===== src/rtl/control_modos.sv =====
// Mode controller and timekeeper for a 24-hour HH:MM clock with one alarm.
// Switches and buttons are synchronized; the 7-segment digits and the alarm LED are registered.
module control_modos #(
  parameter int TICKS_PER_SEC = 2
) (
  input  logic       clk,
  input  logic       reset,
  input  logic       switch1,
  input  logic       switch2,
  input  logic       switch3,
  input  logic       incrementar,
  input  logic       decrementar,
  input  logic       cambiar,
  input  logic       establecer,
  output logic [6:0] displayH2,
  output logic [6:0] displayH1,
  output logic [6:0] displayM2,
  output logic [6:0] displayM1,
  output logic       led
);

  localparam int PW = (TICKS_PER_SEC > 1) ? $clog2(TICKS_PER_SEC) : 1;
  localparam logic [PW-1:0] PRESC_LAST = PW'(TICKS_PER_SEC - 1);
  localparam logic [6:0] SEG_ZERO = 7'b1000000;

  typedef enum logic [1:0] {
    MODE_NORMAL    = 2'd0,
    MODE_SET_TIME  = 2'd1,
    MODE_SET_ALARM = 2'd2
  } mode_t;

  typedef enum logic {
    FIELD_HOURS   = 1'b0,
    FIELD_MINUTES = 1'b1
  } field_t;

  function automatic logic [4:0] hour_step(input logic [4:0] h, input logic up);
    if (up) return (h == 5'd23) ? 5'd0 : h + 5'd1;
    return (h == 5'd0) ? 5'd23 : h - 5'd1;
  endfunction

  function automatic logic [5:0] min_step(input logic [5:0] m, input logic up);
    if (up) return (m == 6'd59) ? 6'd0 : m + 6'd1;
    return (m == 6'd0) ? 6'd59 : m - 6'd1;
  endfunction

  // Active-low segments, bit order {g,f,e,d,c,b,a}.
  function automatic logic [6:0] seg7(input logic [3:0] d);
    case (d)
      4'd0:    return 7'b1000000;
      4'd1:    return 7'b1111001;
      4'd2:    return 7'b0100100;
      4'd3:    return 7'b0110000;
      4'd4:    return 7'b0011001;
      4'd5:    return 7'b0010010;
      4'd6:    return 7'b0000010;
      4'd7:    return 7'b1111000;
      4'd8:    return 7'b0000000;
      4'd9:    return 7'b0010000;
      default: return 7'b1111111;
    endcase
  endfunction

  logic [6:0] raw_in, sync1, sync2;
  logic [3:0] btn_prev, press;
  logic       inc_p, dec_p, cam_p, est_p;
  logic       sw1, sw2, sw3;

  mode_t      mode, mode_d;
  field_t     field, field_d;
  logic [4:0] hours, alarm_h, edit_h, edit_h_d;
  logic [5:0] minutes, seconds, alarm_m, edit_m, edit_m_d;
  logic [PW-1:0] presc;
  logic       edit_active, time_commit, alarm_commit;
  logic [4:0] src_h;
  logic [5:0] src_m;

  assign raw_in = {switch3, switch2, switch1, establecer, cambiar, decrementar, incrementar};

  always_ff @(posedge clk or negedge reset) begin
    if (!reset) begin
      sync1    <= '0;
      sync2    <= '0;
      btn_prev <= '0;
    end else begin
      sync1    <= raw_in;
      sync2    <= sync1;
      btn_prev <= sync2[3:0];
    end
  end

  // A press is the synchronized high-to-low transition; holding gives one pulse.
  assign press = btn_prev & ~sync2[3:0];
  assign inc_p = press[0];
  assign dec_p = press[1];
  assign cam_p = press[2];
  assign est_p = press[3];
  assign sw1   = sync2[4];
  assign sw2   = sync2[5];
  assign sw3   = sync2[6];

  always_comb begin
    mode_d = MODE_NORMAL;
    if (sw1)      mode_d = MODE_SET_TIME;
    else if (sw2) mode_d = MODE_SET_ALARM;
  end

  always_ff @(posedge clk or negedge reset) begin
    if (!reset) mode <= MODE_NORMAL;
    else        mode <= mode_d;
  end

  // Buttons act only while settled in an edit mode, never on the entry/exit cycle.
  assign edit_active  = (mode_d == mode) && (mode != MODE_NORMAL);
  assign time_commit  = edit_active && (mode == MODE_SET_TIME) && est_p;
  assign alarm_commit = edit_active && (mode == MODE_SET_ALARM) && est_p;

  always_comb begin
    edit_h_d = edit_h;
    edit_m_d = edit_m;
    field_d  = field;
    if (mode_d == MODE_SET_TIME && mode != MODE_SET_TIME) begin
      edit_h_d = hours;
      edit_m_d = minutes;
      field_d  = FIELD_HOURS;
    end else if (mode_d == MODE_SET_ALARM && mode != MODE_SET_ALARM) begin
      edit_h_d = alarm_h;
      edit_m_d = alarm_m;
      field_d  = FIELD_HOURS;
    end else if (edit_active) begin
      if (cam_p) field_d = (field == FIELD_HOURS) ? FIELD_MINUTES : FIELD_HOURS;
      if (inc_p != dec_p) begin
        if (field == FIELD_HOURS) edit_h_d = hour_step(edit_h, inc_p);
        else                      edit_m_d = min_step(edit_m, inc_p);
      end
    end
  end

  always_ff @(posedge clk or negedge reset) begin
    if (!reset) begin
      edit_h <= '0;
      edit_m <= '0;
      field  <= FIELD_HOURS;
    end else begin
      edit_h <= edit_h_d;
      edit_m <= edit_m_d;
      field  <= field_d;
    end
  end

  always_ff @(posedge clk or negedge reset) begin
    if (!reset) begin
      presc   <= '0;
      seconds <= '0;
      minutes <= '0;
      hours   <= '0;
    end else if (time_commit) begin
      presc   <= '0;
      seconds <= '0;
      minutes <= edit_m;
      hours   <= edit_h;
    end else if (presc == PRESC_LAST) begin
      presc <= '0;
      if (seconds == 6'd59) begin
        seconds <= '0;
        if (minutes == 6'd59) begin
          minutes <= '0;
          hours   <= hour_step(hours, 1'b1);
        end else begin
          minutes <= minutes + 6'd1;
        end
      end else begin
        seconds <= seconds + 6'd1;
      end
    end else begin
      presc <= presc + PW'(1);
    end
  end

  always_ff @(posedge clk or negedge reset) begin
    if (!reset) begin
      alarm_h <= '0;
      alarm_m <= '0;
    end else if (alarm_commit) begin
      alarm_h <= edit_h;
      alarm_m <= edit_m;
    end
  end

  assign src_h = (mode == MODE_NORMAL) ? hours   : edit_h;
  assign src_m = (mode == MODE_NORMAL) ? minutes : edit_m;

  always_ff @(posedge clk or negedge reset) begin
    if (!reset) begin
      displayH2 <= SEG_ZERO;
      displayH1 <= SEG_ZERO;
      displayM2 <= SEG_ZERO;
      displayM1 <= SEG_ZERO;
      led       <= 1'b0;
    end else begin
      displayH2 <= seg7(4'(src_h / 5'd10));
      displayH1 <= seg7(4'(src_h % 5'd10));
      displayM2 <= seg7(4'(src_m / 6'd10));
      displayM1 <= seg7(4'(src_m % 6'd10));
      led       <= sw3 && (hours == alarm_h) && (minutes == alarm_m);
    end
  end

endmodule


===== config.mk =====
export PLATFORM = sky130hd
export DESIGN_NAME = control_modos
export DESIGN_NICKNAME = d
export VERILOG_FILES = /design/src/rtl/control_modos.sv
export SDC_FILE = /design/constraint.sdc
export NUM_CORES = 1
export LEC_CHECK = 0
export ABC_AREA = 1
export CAP_MARGIN = 15
export CORE_ASPECT_RATIO = 0.7
export CORE_MARGIN = 2
export CORE_UTILIZATION = 40
export CTS_BUF_LIST = sky130_fd_sc_hd__clkbuf_16
export DETAILED_ROUTE_END_ITERATION = 16
export MAX_ROUTING_LAYER = met4
export PLACE_DENSITY = 0.65
export RECOVER_POWER = 100
export SLEW_MARGIN = 15
export SYNTH_ARGS = -nofsm -noshare
export SYNTH_HDL_FRONTEND = slang
export SYNTH_SLANG_ARGS = --single-unit

===== constraint.sdc =====
create_clock -name clk -period 3.8 [get_ports clk]
set_input_delay 0.57 -clock clk [delete_from_list [all_inputs] [get_ports clk]]
set_output_delay 0.57 -clock clk [all_outputs]
set_load 0.005 [all_outputs]

==> metrics.txt <==
Layout area overhead 15.5%; Cell variety after synth between 40 and 50; Reg area around 2200 sq um; Slew @ Worst Pin 1.68 ns; Period minus WS final ~3.4 ns; clock latency on the worst-skew pair approximately 0.34 ns; drc violations 0; setup slack, reg-to-reg 0.44 ns; Critical Path RT 4.01 ns; Crit Reg-Reg Startpoint mode[1]; Pleak between 2 and 3 nW; WHS Endpoint sync2[1]; DR WL/cell between 10 and 15 um; Syn Area/Cell between 8 and 9 sq um; buffers plus inverters on the worst setup path 2; Worst Path Max Fanout 8; io pins 38; most frequent cells in the layout nand2_1 (132), dfrtp_1 (84), inv_1 (72); Initial DRC Count 298; CTS Hold Bufs 0; startpoint types flip-flop; Final Core Density about 48%; Max-Cap Viols 1; Worst-path clk slew ~0.060 ns; Final Slew Violations 68; sw frac 41.6%; ANT cells 0; Seq cells post-synth just under 90; initial antenna violation count 0; TritonCTS clock tree done; GRT Total Usage between 10% and 20%; Hold Path Origin sync1[1]; Worst R2R End displayH1[0]; hold slack around 0.35 ns; sequential share of power between 30 and 40%; Antenna Violating Nets Remaining 0; most common cell after layout, fill and taps aside nand2_1; CTS resizes 0; P_int 2.47 mW; power density over cell area roughly 740 nW/um^2; vias post-DR ~4,100; cell mode on critical path nand2_1; period utilisation layout between 80% and 90%; Nets 674; synthesized cell area slightly below 5000 sq um; Clk pwr share 20.2%; Hold Vio Cnt, Final 0; CTS Buf Count 9; DIE AREA around 13,000 sq um; first-pass GRT wire length 19,700 um; Die W ~140 um; Setup CP Type reg -> reg; fmax about 300 MHz; HPWL Detailed approximately 8500 um; Hold Path Class reg -> reg; vias in the first global route approximately 4,100; Net Switching between 1.5 and 2 mW; Placer Congestion about 0.94; site row count 33; Syn. warnings 0; worst clock skew ~0.0056 ns; Combinational Power Share a little under half; fill count about 1,200; drt via density between 5 and 6; Placeable Area 11,900 sq um; unrepaired setup endpoints after global routing no; Max clock buf depth 2; largest net degree at the start of global routing roughly 70; syn_nets between 600 and 700; total grt overflow 0; drt first pass iters 5; delay-heaviest family, CP simple AND/OR/NAND/NOR gates; crit path DAT 3.57 ns; Starting Density between 40% and 50%; H-Tree Depth 3; Port Buf Inserts 36; Routed WL ~11,000 um; hold depth 0; clk root buf clkbuf_16; Peak supply drop between 300 and 400 uV; clock sinks 88; share of cells above drive strength 1 approximately 6.7%; Seq/Total Area, Yosys between 40% and 50%; Synth async-reset ratio 100%; relative slew slack -11.8%; slowest stage cell on the critical path dfrtp_1; area of the multi-input gates ~2400 sq um; Die Ht between 90 and 100 um; post-CTS setup buffers 0; Top FF cell, synth dfrtp_1; crit-path max cell delay roughly 0.43 ns; setup TNS 0 ns; Syn Inst Count 598; status finished, violations left; EDFF count, synth 0; # setup viols final 0; FF-to-FF path depth 18; failing checks max-capacitance violations, max-slew violations; crit path cell chain nor2_4 > nand2_2 > o21ai_4 > ha_1 > inv_1 > nand2_1 > nand2_1 > xor2_4 > ha_1 > a21oi_1 > nand2_1 > nand2_1 > nand2_4 > xor2_1 > inv_1 > ha_1 > o21ai_1 > o21ai_1; critical path endpoint category flip-flop
power groups by stage:
stage | clock [mW] | sequential (mW) | combinational, mW
2_1_floorplan | 0 | 1.39 | 1.41
3_3_place_gp | 0 | 1.45 | 1.96
3_5_place_dp | 0 | 1.45 | 2.01
4_1_cts | 0.884 | 1.44 | 2.03
5_1_grt | 0.928 | 1.47 | 2.26
6_report | 0.856 | 1.44 | 1.94
cells by family after synthesis:
kind of cell | count (synthesis) | synth area share, %
XOR/XNOR | 21 | 4.24
buffers and inverters | 91 | 7.35
AO/OA/AOI/OAI | 138 | 16.7
AND/OR/NAND/NOR | 231 | 20.0
other | 1 | 0.0757
flip-flops | 88 | 44.6
adder cells (fa/ha/maj) | 28 | 7.07
cells in the mapped netlist, types with 3 or more instances:
cell type	n	share of area (%)
a211oi_1	3	0.45
a21oi_1	15	1.5
a31oi_1	3	0.38
clkbuf_1	10	0.76
dfrtp_1	84	42
dfstp_2	4	2.1
ha_1	28	7.1
inv_1	71	5.4
inv_2	6	0.45
nand2_1	126	9.5
nand2_2	11	1.4
nand3_1	33	3.3
nand4_1	3	0.38
nor2_1	45	3.4
nor3_1	6	0.61
o2111ai_1	3	0.53
o211ai_1	6	0.91
o21ai_0	62	6.3
o21ai_1	14	1.4
o21ai_2	3	0.53
o221ai_1	3	0.53
o22ai_1	14	1.8
xnor2_1	4	0.71
xor2_1	15	2.7
sequential cells by signal, indices dropped and copies added (netlist names):
| signal | count |
|---|---|
| alarm_h | 5 |
| presc | 1 |
| sync1 | 7 |
| alarm_m | 6 |
| displayH1 | 7 |
| led | 1 |
| displayM2 | 7 |
| seconds | 6 |
| displayH2 | 5 |
| sync2 | 7 |
| mode | 2 |
| edit_h | 5 |
| edit_m | 6 |
| hours | 5 |
| displayM1 | 7 |
| minutes | 6 |
| btn_prev | 4 |
| field | 1 |
layer usage:
metal	wire length (um)	GRT usage, %
met1	5720	28.0
met2	4790	26.1
met3	775	4.90
met4	136	5.31
met5	0	-
per-stage QoR:
| stage | area [sq um] | instances | setup WS [ns] | power, mW |
|---|---|---|---|---|
| 6_report | 5720 | 799 | 0.443 | 4.24 |
| 5_1_grt | 5720 | 799 | 0.156 | 4.66 |
| 4_1_cts | 5770 | 799 | 0.537 | 4.35 |
| 3_5_place_dp | 5480 | 783 | 0.577 | 3.46 |
| 3_3_place_gp | 5480 | 783 | 0.767 | 3.41 |
| 2_1_floorplan | 4950 | 598 | 0.781 | 2.80 |
layout make-up:
cell class / instances / share of cell area, %
clock buffer: 9 / 3.94
inverter: 77 / 5.05
sequential: 88 / 38.6
tap: 157 / 3.43
multi-input combinational: 419 / 41.1
timing repair buffer: 42 / 6.74
clock inverter: 7 / 1.12
worst max path at each step:
stage,from,to,slack (ns),depth (start not counted)
after detailed placement,mode[1],displayH1[0],0.58,18
final,mode[1],displayH1[0],0.44,18
after floorplan,mode[1],displayH1[0],0.78,20
after global routing,mode[1],displayH1[0],0.16,18
after CTS,mode[1],displayH1[0],0.54,18
after global placement,mode[1],displayH1[0],0.77,18
worst reg2reg max path: stages (launching register included):
cell,delay (ns)
dfrtp_1,0.43
nor2_4,0.28
nand2_2,0.11
o21ai_4,0.12
ha_1,0.20
inv_1,0.04
nand2_1,0.07
nand2_1,0.19
xor2_4,0.24
ha_1,0.21
a21oi_1,0.11
nand2_1,0.07
nand2_1,0.11
nand2_4,0.09
xor2_1,0.33
inv_1,0.16
ha_1,0.21
o21ai_1,0.18
o21ai_1,0.08
(Power assumes the default switching activity.)
